--- src/rtl/pattern_detector_n.sv ---
// Mealy serial pattern detector: flags each occurrence of a run-time loadable
// N-bit pattern in a qualified one-bit stream, with overlap control and a saturating match count.
module pattern_detector_n #(
  parameter int             N             = 4,
  parameter int             CW            = 8,
  parameter logic [N-1:0]   RESET_PATTERN = 4'b1010
) (
  input  logic          clk,
  input  logic          reset,
  input  logic          x,
  input  logic          valid,
  input  logic          load,
  input  logic [N-1:0]  pattern,
  input  logic          overlap,
  output logic          y,
  output logic [CW-1:0] match_count
);

  localparam int FW = (N > 2) ? $clog2(N) : 1;

  logic [N-1:0]  r_pat;
  logic [N-2:0]  r_hist;
  logic [FW-1:0] r_fill;
  logic [CW-1:0] r_cnt;

  logic [N-1:0]  w_window;
  logic          w_full;
  logic          w_match;

  function automatic logic [CW-1:0] sat_inc(input logic [CW-1:0] v);
    return (&v) ? v : v + 1'b1;
  endfunction

  function automatic logic [FW-1:0] fill_inc(input logic [FW-1:0] f);
    return (f == FW'(N - 1)) ? f : f + 1'b1;
  endfunction

  // The window is the stored history plus the bit arriving this cycle; its
  // low N-1 bits are also the next history, which works for N = 2 as well.
  assign w_window = {r_hist, x};
  assign w_full   = (r_fill == FW'(N - 1));

  always_comb begin
    w_match = valid & ~load & ~reset & w_full & (w_window == r_pat);
  end

  always_ff @(posedge clk) begin
    if (reset) begin
      r_pat  <= RESET_PATTERN;
      r_hist <= '0;
      r_fill <= '0;
      r_cnt  <= '0;
    end else if (load) begin
      r_pat  <= pattern;
      r_hist <= '0;
      r_fill <= '0;
      r_cnt  <= '0;
    end else if (valid) begin
      if (w_match && !overlap) begin
        r_hist <= '0;
        r_fill <= '0;
      end else begin
        r_hist <= w_window[N-2:0];
        r_fill <= fill_inc(r_fill);
      end
      if (w_match) begin
        r_cnt <= sat_inc(r_cnt);
      end
    end
  end

  assign y           = w_match;
  assign match_count = r_cnt;

endmodule
--- config.mk ---
export PLATFORM = sky130hd
export DESIGN_NAME = pattern_detector_n
export DESIGN_NICKNAME = d
export VERILOG_FILES = /design/src/rtl/pattern_detector_n.sv
export SDC_FILE = /design/constraint.sdc
export NUM_CORES = 1
export LEC_CHECK = 0
export BUFFER_PORTS_ARGS = -buffer_cell sky130_fd_sc_hd__clkbuf_2
export CAP_MARGIN = 20
export CORE_UTILIZATION = 28
export CTS_CLUSTER_SIZE = 16
export DETAILED_ROUTE_END_ITERATION = 10
export PLACE_DENSITY = 0.43
export SYNTH_ARGS = -nofsm -noshare
export SYNTH_HDL_FRONTEND = slang
export SYNTH_SLANG_ARGS = --single-unit
--- constraint.sdc ---
create_clock -name clk -period 3.65 [get_ports clk]
set_input_delay 0.365 -clock clk [delete_from_list [all_inputs] [get_ports clk]]
set_output_delay 0.365 -clock clk [all_outputs]
set_load 0.03 [all_outputs]
### After elaboration in Yosys (flattened, before gate mapping)

Index checks and enable logic that the tools add are counted.

| operators by class | value |
|---|---|
| $add $sub $neg | 2 |
| equality and inequality tests | 3 |
| mux-type cells | 3 |
| bitwise logic cells | 7 |
| reductions and logical operators | 6 |

Operators with widths:

| operator | count |
|---|---|
| $add 8x1->8 const B | 1 |
| $reduce_and 8->1 | 1 |
| $and 1x1->1 | 4 |
| $eq 4x4->1 | 1 |
| $mux 2 | 2 |
| $mux 3 | 1 |
| $not 1->1 | 3 |
| $reduce_and 3->1 | 1 |
| $add 2x1->2 const B | 1 |
| $eq 2x2->1 const B | 1 |
| $ne 2x1->1 const B | 1 |
| $reduce_and 2->1 | 1 |
| $reduce_or 2->1 | 1 |
| $logic_and 1x1->1 | 1 |
| $logic_not 1->1 | 1 |

| word-level totals | value |
|---|---|
| bits in registers | 17 |
| bits of input ports | 10 |
| output and inout bits | 9 |
| logic and storage cells | 25 |

### Depth between registers and ports, before layout

Gate-level depths: netlist (run 1).

| logic depth | value |
|---|---|
| depth in word-level cells | 8 |
| gate-level depth with buffers | 5 |
| depth with buffers taken out | 5 |

### Worst setup path before layout (run 1)

Ideal clock, no wire load.

| path | value |
|---|---|
| kind | reg-to-reg |
| start point | register r_cnt[0] (netlist: match_count[0]) |
| end point | register r_cnt[7] (netlist: match_count[7]) |
| library setup time | 70 ps |
| data arrival time | 1742 ps |
| data required time | 3580 ps |
| setup slack | 1838 ps |
| stages on the path, launching flop included | 6 |
| buffers on the path | 0 |
| period minus slack after synthesis | 1812 ps |
| cell sequence | dfxtp_1 > ha_1 > and3_4 > a211o_1 > or4_1 > a21oi_1 |

| on the way | value |
|---|---|
| cells in the longest elaborated chain, start to end | 3 |
| elaborated cells between the ends (all ways) | 4 |
| classes of those cells | 1 x add/sub; 1 x bitwise; 2 x reduce/logical |

Ends and longest elaborated chain:

| element | RTL line | text |
|---|---|---|
| from (decl) | 24 | `logic [CW-1:0] r_cnt;` |
| from (signal assigned) | 67 | `r_cnt <= sat_inc(r_cnt);` |
| parallel branches: the longest is 3 deep, another holds $add 8x1->8 | n/a |  |

Several ways; the timed one is not identified.
A chain may end at the register's enable or synchronous reset.

### Worst setup path after layout (run 1)

| path | value |
|---|---|
| start point | register r_hist[1] |
| end point | output port y |

| on the way | value |
|---|---|
| cells in the longest elaborated chain, start to end | 2 |

Ends and longest elaborated chain:

| element | RTL line | text |
|---|---|---|
| from (decl) | 22 | `logic [N-2:0] r_hist;` |
| from (signal assigned) | 63 | `r_hist <= w_window[N-2:0];` |
| $eq 4x4->1 | 44 | `w_match = valid & ~load & ~reset & w_full & (w_window == r_pat);` |
| $and 1x1->1 | 44 |  |
| to (decl) | 15 | `output logic y,` |

No other way between the ends.

==> run summary, run 1 <==
Status: complete, but fails checks
Failing checks: design-rule violations
HP Class: in -> reg
CTS Sinks: 17
CTS root buf: clkbuf_4
Global placement routability congestion: 0.753
Fmax: 460 MHz
RSZ-0062 raised after global routing: no
First-iteration detailed-routing DRC count: 22
Starting Density: 0.301
Rows: 19
PwrDens: 328 nW/um^2
Clk Latency, worst-skew pair: 290 ps
Chip height: 57.1 um
Clk slew on worst S/H paths: 100 ps
Total GRT Usage: 0.121
Via count: 738
Nets: 122
Final Cycle Share: 0.595
Resize count post-CTS: 0
Final setup violation count: 0
Syn avg cell area: 9.45 sq um
Max layer used: met4
Async set-reset flop share out of synthesis: 0
Final hold vios: 0
Setup Fix Bufs, Post-CTS: 0
Non-filler instance count after layout: 140
Mapped cell area: 851 sq um
Syn. warnings: 0
Fin worst setup slack: 1480 ps
DRC Markers: 6
Dpl hpwl: 1340 um
First-pass GRT wire length: 3040 um
IO buf count: 18
Met2 wire len: 737 um
CP bufs+invs: 1
Worst path slowest cell: nand4_1
Met3 WL: 79 um
Cell count after synthesis: 90
CP Capture Type: primary output
Layout Skew: 1.22 ps
Count leader, synth: dfxtp_1
Cell breakdown of the critical path: xnor2_1 -> nand4_1 -> nor2_1 -> clkbuf_2
Vias per cell: 5.27
CP delay by family, top: simple AND/OR/NAND/NOR gates
Synth area leader: dfxtp_1
Vias in the first global route: 663
WP data required: 3280 ps
Total gr overflow: 0
Crit path time final: 2170 ps
Core area: 2830 sq um
Number of flops mapped to enable cells by yosys: 0
Full die area: 3260 sq um
Placed Cells: 136
Ant diodes: 0
Detail Route Antenna Nets: 0
Max clock buf depth: 2
Slew @ Worst Pin: 490 ps
Worst VDD drop: 148 uV
Count of different cell masters after synthesis: 30
Startpoint types: flop
Net Count, Synth: 102
Synth top cells by count: dfxtp_1 (17), nand2_1 (8), a21oi_1 (6), mux2i_1 (5), nor2_1 (5)
Largest net degree at the start of global routing: 14
Initial antenna violation count: 0
CTS tree: done
Critical Path AT: 1810 ps
Die W: 57.1 um
Routed length on met1: 957 um
Top-level I/O count: 19
Leak: 0.000387 uW
Max Cap Viol: 0
Main flop type after synthesis: dfxtp_1
Slew Viols, Final: 0
Share of cells above drive strength 1: 0.275
Post-route setup TNS: 0 ps
H-tree levels: 1
Slowest stage delay, CP: 440 ps
Slew headroom: 0.672
Drt pass-1 iters: 7
Largest cells by area after synthesis: dfxtp_1 (40%), mux2i_1 (5.9%), xnor2_1 (4.1%)
Sequential area share after synthesis: 0.400
Post-Route WL: 1810 um
WS Path Type: reg -> out
Area growth syn-to-layout: 16.2%
Num CTS Buffers: 3
Worst Path Max Fanout: 13
CTS Hold Buffers Added: 0
Seq cells post-synth: 17
Top-area cell type share of the netlist area: 0.400
Wire per inst: 12.9 um
Place WS: 1710 ps
placed cells by master (no fill, tap or decap):
cell type / synthesis / layout
a211o_1: 1 / 1
a211o_2: 2 / 2
a21o_2: 1 / 1
a21oi_1: 6 / 6
a22o_1: 3 / 3
a311oi_1: 2 / 2
a41o_1: 1 / 1
and2b_2: 2 / 2
and3_4: 1 / 1
and4_1: 2 / 2
clkbuf_2: 0 / 18
clkbuf_4: 0 / 3
clkinv_2: 0 / 1
dfxtp_1: 17 / 17
ha_1: 2 / 2
inv_1: 3 / 3
mux2i_1: 5 / 5
nand2_1: 8 / 8
nand3_1: 4 / 4
nand4_1: 2 / 2
nand4bb_4: 1 / 1
nor2_1: 5 / 5
nor3_1: 1 / 1
nor4_1: 1 / 1
o21ai_0: 3 / 3
o22ai_1: 2 / 2
o31ai_1: 2 / 2
or2_2: 1 / 1
or3_1: 3 / 3
or4_1: 2 / 2
xnor2_1: 4 / 4
routing by layer:
metal  vias up  track usage
li1        378            -
met1       336        0.162
met2        19        0.185
met3         5       0.0227
met4         0       0.0627
met5         -            0
path summary, 6_finish.rpt:
kind	startpoint	endpoint	slack [ps]	cells after the start
hold reg to reg	r_fill[1]$_SDFFE_PP0P_	r_fill[1]$_SDFFE_PP0P_	480	2
setup reg to reg	r_hist[1]$_SDFFE_PP0P_	match_count[5]$_SDFFE_PP0P_	1800	4
setup / recovery	r_hist[1]$_SDFFE_PP0P_	y	1480	4
hold / removal	pattern[3]	r_pat[3]$_SDFFE_PP1P_	280	2
cell families after synthesis:
kind of cell,after synthesis,synth area share
simple gates,33,0.243
compound gates,23,0.193
flops,17,0.400
buf+inv,6,0.0353
mux,5,0.0588
xor+xnor,4,0.0412
fa+ha+maj,2,0.0294
flip-flops by register name (all words and copies together) (netlist names):
name / flops
r_pat: 4
match_count: 8
r_fill: 2
r_hist: 3
final cells by class:
cell class / count / area (sq um)
multi-input combinational: 67 / 480
timing repair buffer: 18 / 90.1
tap: 31 / 38.8
inverter: 3 / 11.3
clock inverter: 1 / 5.00
sequential: 17 / 340
clock buffer: 3 / 22.5
fill: 298 / 1840
per-stage QoR:
step	util	cell area (sq um)	power (uW)	hold slack, ps
floorplan	-	851	215	437
global placement	0.340	961	224	453
detailed placement	0.340	961	225	465
CTS	0.349	988	330	271
global route	0.349	988	342	267
finish	0.349	988	324	275
where the power goes:
| group | total (uW) | internal, uW | switching [uW] |
|---|---|---|---|
| Sequential | 192 | 190 | 2.85 |
| Combinational | 28.1 | 13.7 | 14.5 |
| Clock | 104 | 40.8 | 62.7 |
(Power assumes the default switching activity.)
==> run 2: changes to the inputs <==
clock period = 2.1 ns   (was 3.65 ns; I/O delays follow)
==> run summary, run 2 (same netlist as run 1, synthesis figures left out) <==
Vias per cell: 5.28 (was 5.27)
IO buf count: 18 (unchanged)
Resize count post-CTS: 0 (unchanged)
CTS Sinks: 17 (unchanged)
CTS Hold Buffers Added: 0 (unchanged)
Final Instance Area: 995 sq um (was 988 sq um)
Slew headroom: 0.692 (was 0.672)
Worst VDD drop: 395 uV (was 148 uV)
Clk Latency, worst-skew pair: 290 ps (about the same)
Nets: 123 (was 122)
Full die area: 3260 sq um (unchanged)
Fmax: 555 MHz
Post-route setup TNS: 0 ps (unchanged)
Area post-placement: 968 sq um (was 961 sq um)
RSZ-0062 raised after global routing: no (unchanged)
WP data required: 2330 ps (was 3280 ps)
Die W: 57.1 um (unchanged)
Crit path time final: 1800 ps
Status: complete, but fails checks (unchanged)
Worst Path Max Fanout: 6 (was 13)
Top-level I/O count: 19 (unchanged)
# fillers: 294 (was 298)
Max Cap Viol: 0 (unchanged)
Chip height: 57.1 um (unchanged)
Pwr Total: 560 uW (was 324 uW)
Failing checks: design-rule violations (unchanged)
Slew Viols, Final: 0 (unchanged)
Critical Path AT: 2030 ps (was 1810 ps)
PwrDens: 563 nW/um^2 (was 328 nW/um^2)
Final hold vios: 0 (unchanged)
Commonest non-fill, non-tap cell in the layout: clkbuf_2 (unchanged)
Total GRT Usage: 0.111 (was 0.121)
HP Class: in -> reg (unchanged)
Final setup violation count: 0 (unchanged)
Post-Route WL: 1750 um (was 1810 um)
DRC Markers: 6 (unchanged)
Area growth syn-to-layout: 16.9% (was 16.2%)
Leak: 0.000388 uW (was 0.000387 uW)
R2R cell count: 5 (was 4)
CP Capture Type: flop (was primary output)
CTS root buf: clkbuf_4 (unchanged)
Most frequent cells in the layout: clkbuf_2 (18), dfxtp_1 (17), nand2_1 (8) (unchanged)
Setup Fix Bufs, Post-CTS: 0 (unchanged)
Share of cells above drive strength 1: 0.273 (was 0.275)
Global placement routability congestion: 0.693 (was 0.753)
WS Path Type: reg -> reg (was reg -> out)
Layout Skew: 1.81 ps (was 1.22 ps)
Largest net degree at the start of global routing: 14 (unchanged)
Wire per inst: 12.4 um (was 12.9 um)
First-pass GRT wire length: 2750 um (was 3040 um)
Drt pass-1 iters: 7 (unchanged)
Via count: 745 (was 738)
Dpl hpwl: 1310 um (was 1340 um)
Core area: 2830 sq um (unchanged)
Slew @ Worst Pin: 458 ps (was 490 ps)
First-iteration detailed-routing DRC count: 28 (was 22)
H-tree levels: 1 (unchanged)
Max clock buf depth: 2 (unchanged)
Hold Path Stages: 2 (unchanged)
Clk slew on worst S/H paths: 100 ps (about the same)
Detail Route Antenna Nets: 0 (unchanged)
Final Cycle Share: 0.858
Rows: 19 (unchanged)
Total gr overflow: 0 (unchanged)
Starting Density: 0.301 (unchanged)
CTS tree: done (unchanged)
Number of flip-flops in the largest register: 8 (unchanged)
Initial antenna violation count: 0 (unchanged)
Vias in the first global route: 575 (was 663)
Startpoint types: flop (unchanged)
Reg-to-reg slack, setup: 300 ps (was 1800 ps)
Num CTS Buffers: 3 (unchanged)
Ant diodes: 0 (unchanged)
-- run 2: changes by cell type in the layout (fill, tap and decap cells not counted) --
cell      before  now
clkbuf_1       0    1
clkinv_2       1    0
buf_4          0    1
-- run 2: final timing paths --
kind,startpoint,to
setup / recovery,match_count[0]$_SDFFE_PP0P_,match_count[7]$_SDFFE_PP0P_
hold / removal,pattern[3],r_pat[3]$_SDFFE_PP1P_
hold reg to reg,r_fill[1]$_SDFFE_PP0P_,r_fill[1]$_SDFFE_PP0P_
setup reg to reg,match_count[0]$_SDFFE_PP0P_,match_count[7]$_SDFFE_PP0P_
-- run 2: area by class of cell --
type / instances / area [sq um] / area share
clock buffer: 4 / 26.3 / 0.0264
inverter: 3 / 11.3 / 0.0113
multi-input combinational: 67 / 480 / 0.483
sequential: 17 / 340 / 0.342
tap: 31 / 38.8 / 0.0390
timing repair buffer: 19 / 97.6 / 0.0981
-- run 2: routing by layer --
| metal | routed length [um] | track usage | vias up |
|---|---|---|---|
| met5 | 0 | 0 | - |
| met4 | 13 | 0.0314 | 0 |
| met3 | 104 | 0.0522 | 2 |
| met2 | 706 | 0.146 | 22 |
| met1 | 921 | 0.160 | 337 |
| li1 | - | - | 384 |
-- run 2: stage by stage --
stage / util / std cells / worst slack [ps] / hold slack, ps
floorplan: - / 90 / 288 / 282
global placement: 0.342 / 137 / 372 / 416
detailed placement: 0.342 / 137 / 337 / 429
CTS: 0.352 / 141 / 309 / 118
global route: 0.352 / 141 / 209 / 96.0
finish: 0.352 / 141 / 297 / 126
-- run 2: power by group --
| part | internal (uW) | switching (uW) | total (uW) |
|---|---|---|---|
| combinational | 24.3 | 24.3 | 48.6 |
| sequential | 329 | 4.86 | 334 |
| clock | 73.8 | 103 | 177 |
| total | 427 | 133 | 560 |
-- run 2: worst max-delay path, cell delays in order, from the launching register on --
cell and delay [ps]:
dfxtp_1 360, ha_1 270, and3_4 210, a211o_1 350, or4_1 420, a21oi_1 140
